--- src/rtl/window3x3_linebuf_if.sv ---
// Bundle of the pixel-in and window-out handshakes of window3x3_linebuf.
// master = pixel source / window sink, slave = the window generator.
// out_min exists only when WIN_MIN_EN is defined.
interface window3x3_linebuf_if #(
  parameter int DATA_WIDTH = 8,
  parameter int IMG_W      = 8,
  parameter int IMG_H      = 8
);
  logic                        in_valid;
  logic                        in_ready;
  logic [DATA_WIDTH-1:0]       in_pixel;
  logic                        in_sof;
  logic                        out_valid;
  logic                        out_ready;
  logic [9*DATA_WIDTH-1:0]     out_win;
  logic [$clog2(IMG_H)-1:0]    out_row;
  logic [$clog2(IMG_W)-1:0]    out_col;
  logic                        out_last;
  logic                        sof_err;
`ifdef WIN_MIN_EN
  logic [DATA_WIDTH-1:0]       out_min;
`endif

  modport master (
    output in_valid, in_pixel, in_sof, out_ready,
    input  in_ready, out_valid, out_win, out_row, out_col, out_last, sof_err
`ifdef WIN_MIN_EN
    , input out_min
`endif
  );

  modport slave (
    input  in_valid, in_pixel, in_sof, out_ready,
    output in_ready, out_valid, out_win, out_row, out_col, out_last, sof_err
`ifdef WIN_MIN_EN
    , output out_min
`endif
  );
endinterface

--- src/rtl/window3x3_linebuf.sv ---
// Streaming 3x3 sliding-window generator (two line buffers + column shift register).
// Latency: window registered on the edge that accepts pixel (r>=2,c>=2), i.e. 1 cycle.
// Backpressure: in_ready = !out_valid || out_ready; a pending window holds every output.
// Optional feature macro WIN_MIN_EN adds out_min, the registered minimum of the 9 elements.
module window3x3_linebuf #(
  parameter int DATA_WIDTH = 8,
  parameter int IMG_W      = 8,
  parameter int IMG_H      = 8
) (
  input  logic                  clk,
  input  logic                  rst,
  window3x3_linebuf_if.slave    io_bus
);
  localparam int CW = $clog2(IMG_W);
  localparam int RW = $clog2(IMG_H);
  localparam logic [CW-1:0] COL_LAST = CW'(IMG_W - 1);
  localparam logic [RW-1:0] ROW_LAST = RW'(IMG_H - 1);
  localparam logic [CW-1:0] COL_TWO  = CW'(2);
  localparam logic [RW-1:0] ROW_TWO  = RW'(2);

  typedef logic [DATA_WIDTH-1:0] pix_t;

  // frame position of the next pixel to be accepted
  logic [CW-1:0]          r_col;
  logic [RW-1:0]          r_row;
  // line buffers: r_lb1 holds row r-1, r_lb2 holds row r-2 (not reset)
  pix_t                   r_lb1 [IMG_W];
  pix_t                   r_lb2 [IMG_W];
  // two previous columns of the window, index 0 = top (row r-2)
  logic [2:0][DATA_WIDTH-1:0] r_cm2;
  logic [2:0][DATA_WIDTH-1:0] r_cm1;
  // output register
  logic                   r_out_valid;
  logic [9*DATA_WIDTH-1:0] r_out_win;
  logic [RW-1:0]          r_out_row;
  logic [CW-1:0]          r_out_col;
  logic                   r_out_last;
  logic                   r_sof_err;

  logic                   w_acc;
  logic [CW-1:0]          w_c;
  logic [RW-1:0]          w_r;
  logic [CW-1:0]          w_c_nxt;
  logic [RW-1:0]          w_r_nxt;
  logic [2:0][DATA_WIDTH-1:0] w_col;
  logic [9*DATA_WIDTH-1:0] w_win;
  logic                   w_emit;
  logic                   w_sof_bad;

  assign io_bus.in_ready  = !r_out_valid || io_bus.out_ready;
  assign w_acc            = io_bus.in_valid && io_bus.in_ready;
  assign w_sof_bad        = io_bus.in_sof && ((r_col != '0) || (r_row != '0));

  // position of the pixel being accepted: in_sof forces it to the frame origin
  always_comb begin
    w_c = r_col;
    w_r = r_row;
    if (io_bus.in_sof) begin
      w_c = '0;
      w_r = '0;
    end
  end

  // raster advance from the accepted position, wrapping at end of row and frame
  always_comb begin
    w_c_nxt = w_c + CW'(1);
    w_r_nxt = w_r;
    if (w_c == COL_LAST) begin
      w_c_nxt = '0;
      w_r_nxt = (w_r == ROW_LAST) ? '0 : w_r + RW'(1);
    end
  end

  // assemble the current column and the full 3x3 window for this pixel
  always_comb begin
    w_col    = '0;
    w_win    = '0;
    w_col[0] = r_lb2[w_c];
    w_col[1] = r_lb1[w_c];
    w_col[2] = io_bus.in_pixel;
    for (int m = 0; m < 3; m++) begin
      w_win[(3*m+0)*DATA_WIDTH +: DATA_WIDTH] = r_cm2[m];
      w_win[(3*m+1)*DATA_WIDTH +: DATA_WIDTH] = r_cm1[m];
      w_win[(3*m+2)*DATA_WIDTH +: DATA_WIDTH] = w_col[m];
    end
  end

  // only fully interior positions produce a window; this also hides stale line data
  assign w_emit = w_acc && (w_r >= ROW_TWO) && (w_c >= COL_TWO);

  // position counters
  always_ff @(posedge clk or posedge rst) begin
    if (rst) begin
      r_col <= '0;
      r_row <= '0;
    end else if (w_acc) begin
      r_col <= w_c_nxt;
      r_row <= w_r_nxt;
    end
  end

  // line buffers and column shift register, shifted on every accepted pixel
  always_ff @(posedge clk) begin
    if (w_acc) begin
      r_lb2[w_c] <= r_lb1[w_c];
      r_lb1[w_c] <= io_bus.in_pixel;
      r_cm2      <= r_cm1;
      r_cm1      <= w_col;
    end
  end

  // output register: load on emit, otherwise drop valid once it is taken
  always_ff @(posedge clk or posedge rst) begin
    if (rst) begin
      r_out_valid <= 1'b0;
      r_out_win   <= '0;
      r_out_row   <= '0;
      r_out_col   <= '0;
      r_out_last  <= 1'b0;
      r_sof_err   <= 1'b0;
    end else begin
      r_sof_err <= w_acc && w_sof_bad;
      if (w_emit) begin
        r_out_valid <= 1'b1;
        r_out_win   <= w_win;
        r_out_row   <= w_r - ROW_TWO;
        r_out_col   <= w_c - COL_TWO;
        r_out_last  <= (w_r == ROW_LAST) && (w_c == COL_LAST);
      end else if (io_bus.out_ready) begin
        r_out_valid <= 1'b0;
      end
    end
  end

  assign io_bus.out_valid = r_out_valid;
  assign io_bus.out_win   = r_out_win;
  assign io_bus.out_row   = r_out_row;
  assign io_bus.out_col   = r_out_col;
  assign io_bus.out_last  = r_out_last;
  assign io_bus.sof_err   = r_sof_err;

`ifdef WIN_MIN_EN
  pix_t               r_out_min;
  logic [2:0][DATA_WIDTH-1:0] w_row_min;
  pix_t               w_min;

  function automatic pix_t min2(input pix_t a, input pix_t b);
    return (a < b) ? a : b;
  endfunction

  // two-level compare tree: per-row minimum, then minimum of the three rows
  always_comb begin
    w_row_min = '0;
    for (int m = 0; m < 3; m++) begin
      w_row_min[m] = min2(min2(w_win[(3*m+0)*DATA_WIDTH +: DATA_WIDTH],
                               w_win[(3*m+1)*DATA_WIDTH +: DATA_WIDTH]),
                          w_win[(3*m+2)*DATA_WIDTH +: DATA_WIDTH]);
    end
    w_min = min2(min2(w_row_min[0], w_row_min[1]), w_row_min[2]);
  end

  // minimum is registered alongside the window so it shares its hold behaviour
  always_ff @(posedge clk or posedge rst) begin
    if (rst) begin
      r_out_min <= '0;
    end else if (w_emit) begin
      r_out_min <= w_min;
    end
  end

  assign io_bus.out_min = r_out_min;
`endif

endmodule
--- src/flat_wrapper.sv ---
// flat-port wrapper written by rule: the top's interface ports become plain ports
module window3x3_linebuf_flat 
#(
  parameter int DATA_WIDTH = 8,
  parameter int IMG_W      = 8,
  parameter int IMG_H      = 8
)
  (clk, rst, io_bus_in_valid, io_bus_in_pixel, io_bus_in_sof, io_bus_out_ready, io_bus_in_ready, io_bus_out_valid, io_bus_out_win, io_bus_out_row, io_bus_out_col, io_bus_out_last, io_bus_sof_err);
  window3x3_linebuf_if #(.DATA_WIDTH(DATA_WIDTH), .IMG_W(IMG_W), .IMG_H(IMG_H)) io_bus_i ();
  input  logic clk;
  input  logic rst;
  input wire logic [$bits(io_bus_i.in_valid)-1:0] io_bus_in_valid;
  input wire logic [$bits(io_bus_i.in_pixel)-1:0] io_bus_in_pixel;
  input wire logic [$bits(io_bus_i.in_sof)-1:0] io_bus_in_sof;
  input wire logic [$bits(io_bus_i.out_ready)-1:0] io_bus_out_ready;
  output wire logic [$bits(io_bus_i.in_ready)-1:0] io_bus_in_ready;
  output wire logic [$bits(io_bus_i.out_valid)-1:0] io_bus_out_valid;
  output wire logic [$bits(io_bus_i.out_win)-1:0] io_bus_out_win;
  output wire logic [$bits(io_bus_i.out_row)-1:0] io_bus_out_row;
  output wire logic [$bits(io_bus_i.out_col)-1:0] io_bus_out_col;
  output wire logic [$bits(io_bus_i.out_last)-1:0] io_bus_out_last;
  output wire logic [$bits(io_bus_i.sof_err)-1:0] io_bus_sof_err;
  assign io_bus_i.in_valid = io_bus_in_valid;
  assign io_bus_i.in_pixel = io_bus_in_pixel;
  assign io_bus_i.in_sof = io_bus_in_sof;
  assign io_bus_i.out_ready = io_bus_out_ready;
  assign io_bus_in_ready = io_bus_i.in_ready;
  assign io_bus_out_valid = io_bus_i.out_valid;
  assign io_bus_out_win = io_bus_i.out_win;
  assign io_bus_out_row = io_bus_i.out_row;
  assign io_bus_out_col = io_bus_i.out_col;
  assign io_bus_out_last = io_bus_i.out_last;
  assign io_bus_sof_err = io_bus_i.sof_err;
  window3x3_linebuf #(.DATA_WIDTH(DATA_WIDTH), .IMG_W(IMG_W), .IMG_H(IMG_H)) u_core (.clk(clk), .rst(rst), .io_bus(io_bus_i));
endmodule
--- config.mk ---
export PLATFORM = sky130hd
export DESIGN_NAME = window3x3_linebuf_flat
export DESIGN_NICKNAME = d
export VERILOG_FILES = /design/src/rtl/window3x3_linebuf_if.sv /design/src/rtl/window3x3_linebuf.sv /design/src/flat_wrapper.sv
export SDC_FILE = /design/constraint.sdc
export NUM_CORES = 1
export LEC_CHECK = 0
export BUFFER_PORTS_ARGS = -buffer_cell sky130_fd_sc_hd__buf_2
export CAP_MARGIN = 20
export CORE_MARGIN = 2
export CORE_UTILIZATION = 59
export DETAILED_ROUTE_END_ITERATION = 12
export PLACE_DENSITY = 0.84
export SLEW_MARGIN = 10
export SYNTH_ARGS = -nofsm -noshare
export SYNTH_HDL_FRONTEND = slang
export SYNTH_SLANG_ARGS = --single-unit
--- constraint.sdc ---
create_clock -name clk -period 4.3 [get_ports clk]
set_input_delay 0.645 -clock clk [delete_from_list [all_inputs] [get_ports clk]]
set_output_delay 0.645 -clock clk [all_outputs]
set_load 0.01 [all_outputs]
==> flow_summary.ini <==
[status]
status = finished, final reports clean

[finish]
area_delta_synth_final_pct = 15.83
final_nets = 674
regArea_sq_um = 7462
multi_input_area_sq_um = 2447
drive_gt1_share_pct = 40.48
antenna_cells = 0
final_cell_mix = 176 x edfxtp_1, 94 x buf_2, 87 x dfrtp_1
num-fill-cells = 1023
final_common_cell = edfxtp_1

[synth]
ys_seq_area_share_pct = 73.68
synth_top_area_share_pct = 52.19
synth_ff_type = edfxtp_1
yosysTopAreaCell = edfxtp_1
synth_area_leaders = edfxtp_1 52%, dfrtp_1 21%, mux2_2 8.5%
ys_types = 41
synth_warnings = 0
synth_nets = 567
avgSynthCellArea_sq_um = 18.55
yosys_register_bits = 263
synth_cells = 546
async_flop_share_pct = 33.08
synth_edf_count = 176
syn-cell-area_sq_um = 10130

[power_and_ir_drop]
swShare_pct = 22.16
p_leak_nw = 4.994
p_switching_mw = 1.262
p_int_mw = 4.433
seqPwrFrac_pct = 50.8
irDropWorstVdd_uv = 389.6
pwr-share-clk_pct = 41.4
power_density_nw_per_um2 = 485.5
share_comb_of_total_power_pct = 7.8

[grt]
grtUsageMet1_pct = 29.57
overflow = 0
grtUsageTotal_pct = 23.14
grt_start_max_net_pins = 59
met3_usage_pct = 4.054
grt_busiest_layer = met2
met2_usage_pct = 40.38
antenna_found_initial = 0
first_global_vias = 5865
grt_pass1_wl_mm = 32.26

[drt]
via_count = 5506
drc_errors = 0
dr.pass1.iters = 5
via_per_inst = 6.173
drt_iter0_markers = 545
wl_per_cell_um = 23.18
wl_mm = 20.68
drtAntennaViolNets = 0

[setup_path]
cp_data_arrival_time_ns = 3.32
reg2regPathDepth = 5
worstPathMaxFanout = 29
critPathSlowestCell = inv_1
cp-start-kind = input port
r2r_slack_ns = 1.52
crit_chain = buf_2 -> inv_1 -> nand2_1 -> ha_1 -> nor2b_1 -> o2111a_1 -> o21ai_4 -> buf_4 -> mux2_2
rr_endpoint = u_core.io_bus.out_win[40]
path_class = in -> reg
cp-end-kind = flop
worstPathRequired_ns = 4.70
critical_path.max_stage_delay_ns = 0.41
r2r_start = u_core.r_col[0]

[place]
portBuffers = 94
gp_congestion = 0.8251
hpwl_mm = 12.01

[timing]
hold_violations = 0
slew_headroom_pct = 28.91
clock_skew_ns = 0.02033
fmax_mhz = 342.0
maxSlewViolCount = 0
min_period_ns = 2.924
rsz0062_at_grt = no
fin_tns_setup_ns = 0
final.period_utilization_pct = 67.99
tightest_slew_ns = 1.066
finalSetupViolCount = 0
holdWs_ns = 0.2710

[floorplan]
fp.dieH_um = 135.0
ios = 95
coreArea_sq_um = 16700
initial_utilization_pct = 60.64
rows = 47
die_area_sq_um = 18230
die_w_um = 135.0

[clocking]
numCtsBuffers = 25
clk_latency_ns = 0.53
htreeDepth = 1
cts-root-buf = clkbuf_16
ctsHoldBuffers = 0
clk_pin_slew_ns = 0.07
cts_sinks = 263
cts.repair.resized = 0
clk_path_buf_depth = 3
cts_setup_buffers = 0
cts_tree = built

[hold_path]
hp-class = in -> async

[job]
drv_cap = 0
-- layout make-up --
| cell class | count | area share (%) |
|---|---|---|
| Tap cell | 220 | 2.347 |
| Inverter | 8 | 0.2773 |
| Clock buffer | 30 | 5.749 |
| Clock inverter | 16 | 1.877 |
| Sequential cell | 263 | 63.62 |
| Timing Repair Buffer | 112 | 5.269 |
| Multi-Input combinational cell | 243 | 20.86 |
-- metrics by stage --
stage / utilization (%) / setup WS (ns) / cells / power (mW) / instance area, sq um
floorplan: - / 0.6063 / 546 / 3.238 / 10130
global placement: 64.88 / 0.9698 / 846 / 3.350 / 10840
detailed placement: 64.88 / 0.8881 / 846 / 3.379 / 10840
CTS: 70.24 / 1.395 / 892 / 5.709 / 11730
global route: 70.24 / 1.207 / 892 / 5.841 / 11730
finish: 70.24 / 1.376 / 892 / 5.695 / 11730
-- kinds of logic after synthesis --
kind of cell | after synthesis | synth area share, %
mux | 93 | 12.11
fa+ha+maj | 8 | 0.9884
compound gates | 62 | 5.313
simple gates | 80 | 5.585
buf+inv | 40 | 2.323
flops | 263 | 73.68
-- registers in the layout, summed over array words and instances, names as in the netlist --
register,count
u_core.io_bus.out_win,72
u_core.r_col,3
u_core.r_lb1,64
u_core.io_bus.out_valid,1
u_core.r_cm1,24
u_core.io_bus.out_last,1
u_core.r_lb2,64
u_core.io_bus.out_col,3
u_core.r_row,3
u_core.r_cm2,24
u_core.io_bus.out_row,3
u_core.io_bus.sof_err,1
-- worst max path at each step --
stage,from,endpoint,slack (ns)
finish,io_bus_in_sof,u_core.io_bus.out_win[12],1.38
CTS,io_bus_in_sof,u_core.io_bus.out_win[12],1.39
detailed placement,io_bus_in_sof,u_core.io_bus.out_win[12],0.89
floorplan,io_bus_out_ready,u_core.r_lb1[2][0],0.61
global route,io_bus_in_sof,u_core.io_bus.out_win[12],1.21
global placement,io_bus_in_sof,u_core.io_bus.out_win[6],0.97
-- metal layers --
layer | wire length, um | part of all wire (%) | vias to the layer above
met5 | 0 | 0 | -
met4 | 756 | 3.7 | 0
met3 | 1330 | 6.4 | 62
met2 | 10570 | 51 | 271
met1 | 8014 | 39 | 2816
li1 | - | - | 2357
-- critical path, delay by kind of cell --
family                   cells  cell delay (ns)
adder cells (fa/ha/maj)      1             0.25
buffers and inverters        3             0.99
AND/OR/NAND/NOR              2             0.37
AO/OA/AOI/OAI                2             0.65
multiplexers                 1             0.36
-- cell usage after synthesis (3+ instances only) --
library cell  number
a21oi_1            3
a221oi_1          12
a221oi_2           4
a2bb2oi_1         10
a2bb2oi_2          6
and3_1            22
and4bb_1           4
and4bb_2           5
buf_2             14
buf_4              5
buf_6              5
clkbuf_1           7
dfrtp_1           87
edfxtp_1         176
ha_1               8
inv_1              8
mux2_2            76
mux4_2            16
nand2_1            9
nor2b_1           19
nor4bb_1           7
o21ai_0            5
o22ai_1           16
-- power by group through the flow --
stage	combinational, mW	sequential (mW)	clock, mW
global placement	0.415	2.93	0
finish	0.443	2.89	2.36
floorplan	0.308	2.93	0
global route	0.473	2.90	2.47
CTS	0.441	2.89	2.38
detailed placement	0.436	2.94	0
(Power assumes the default switching activity.)
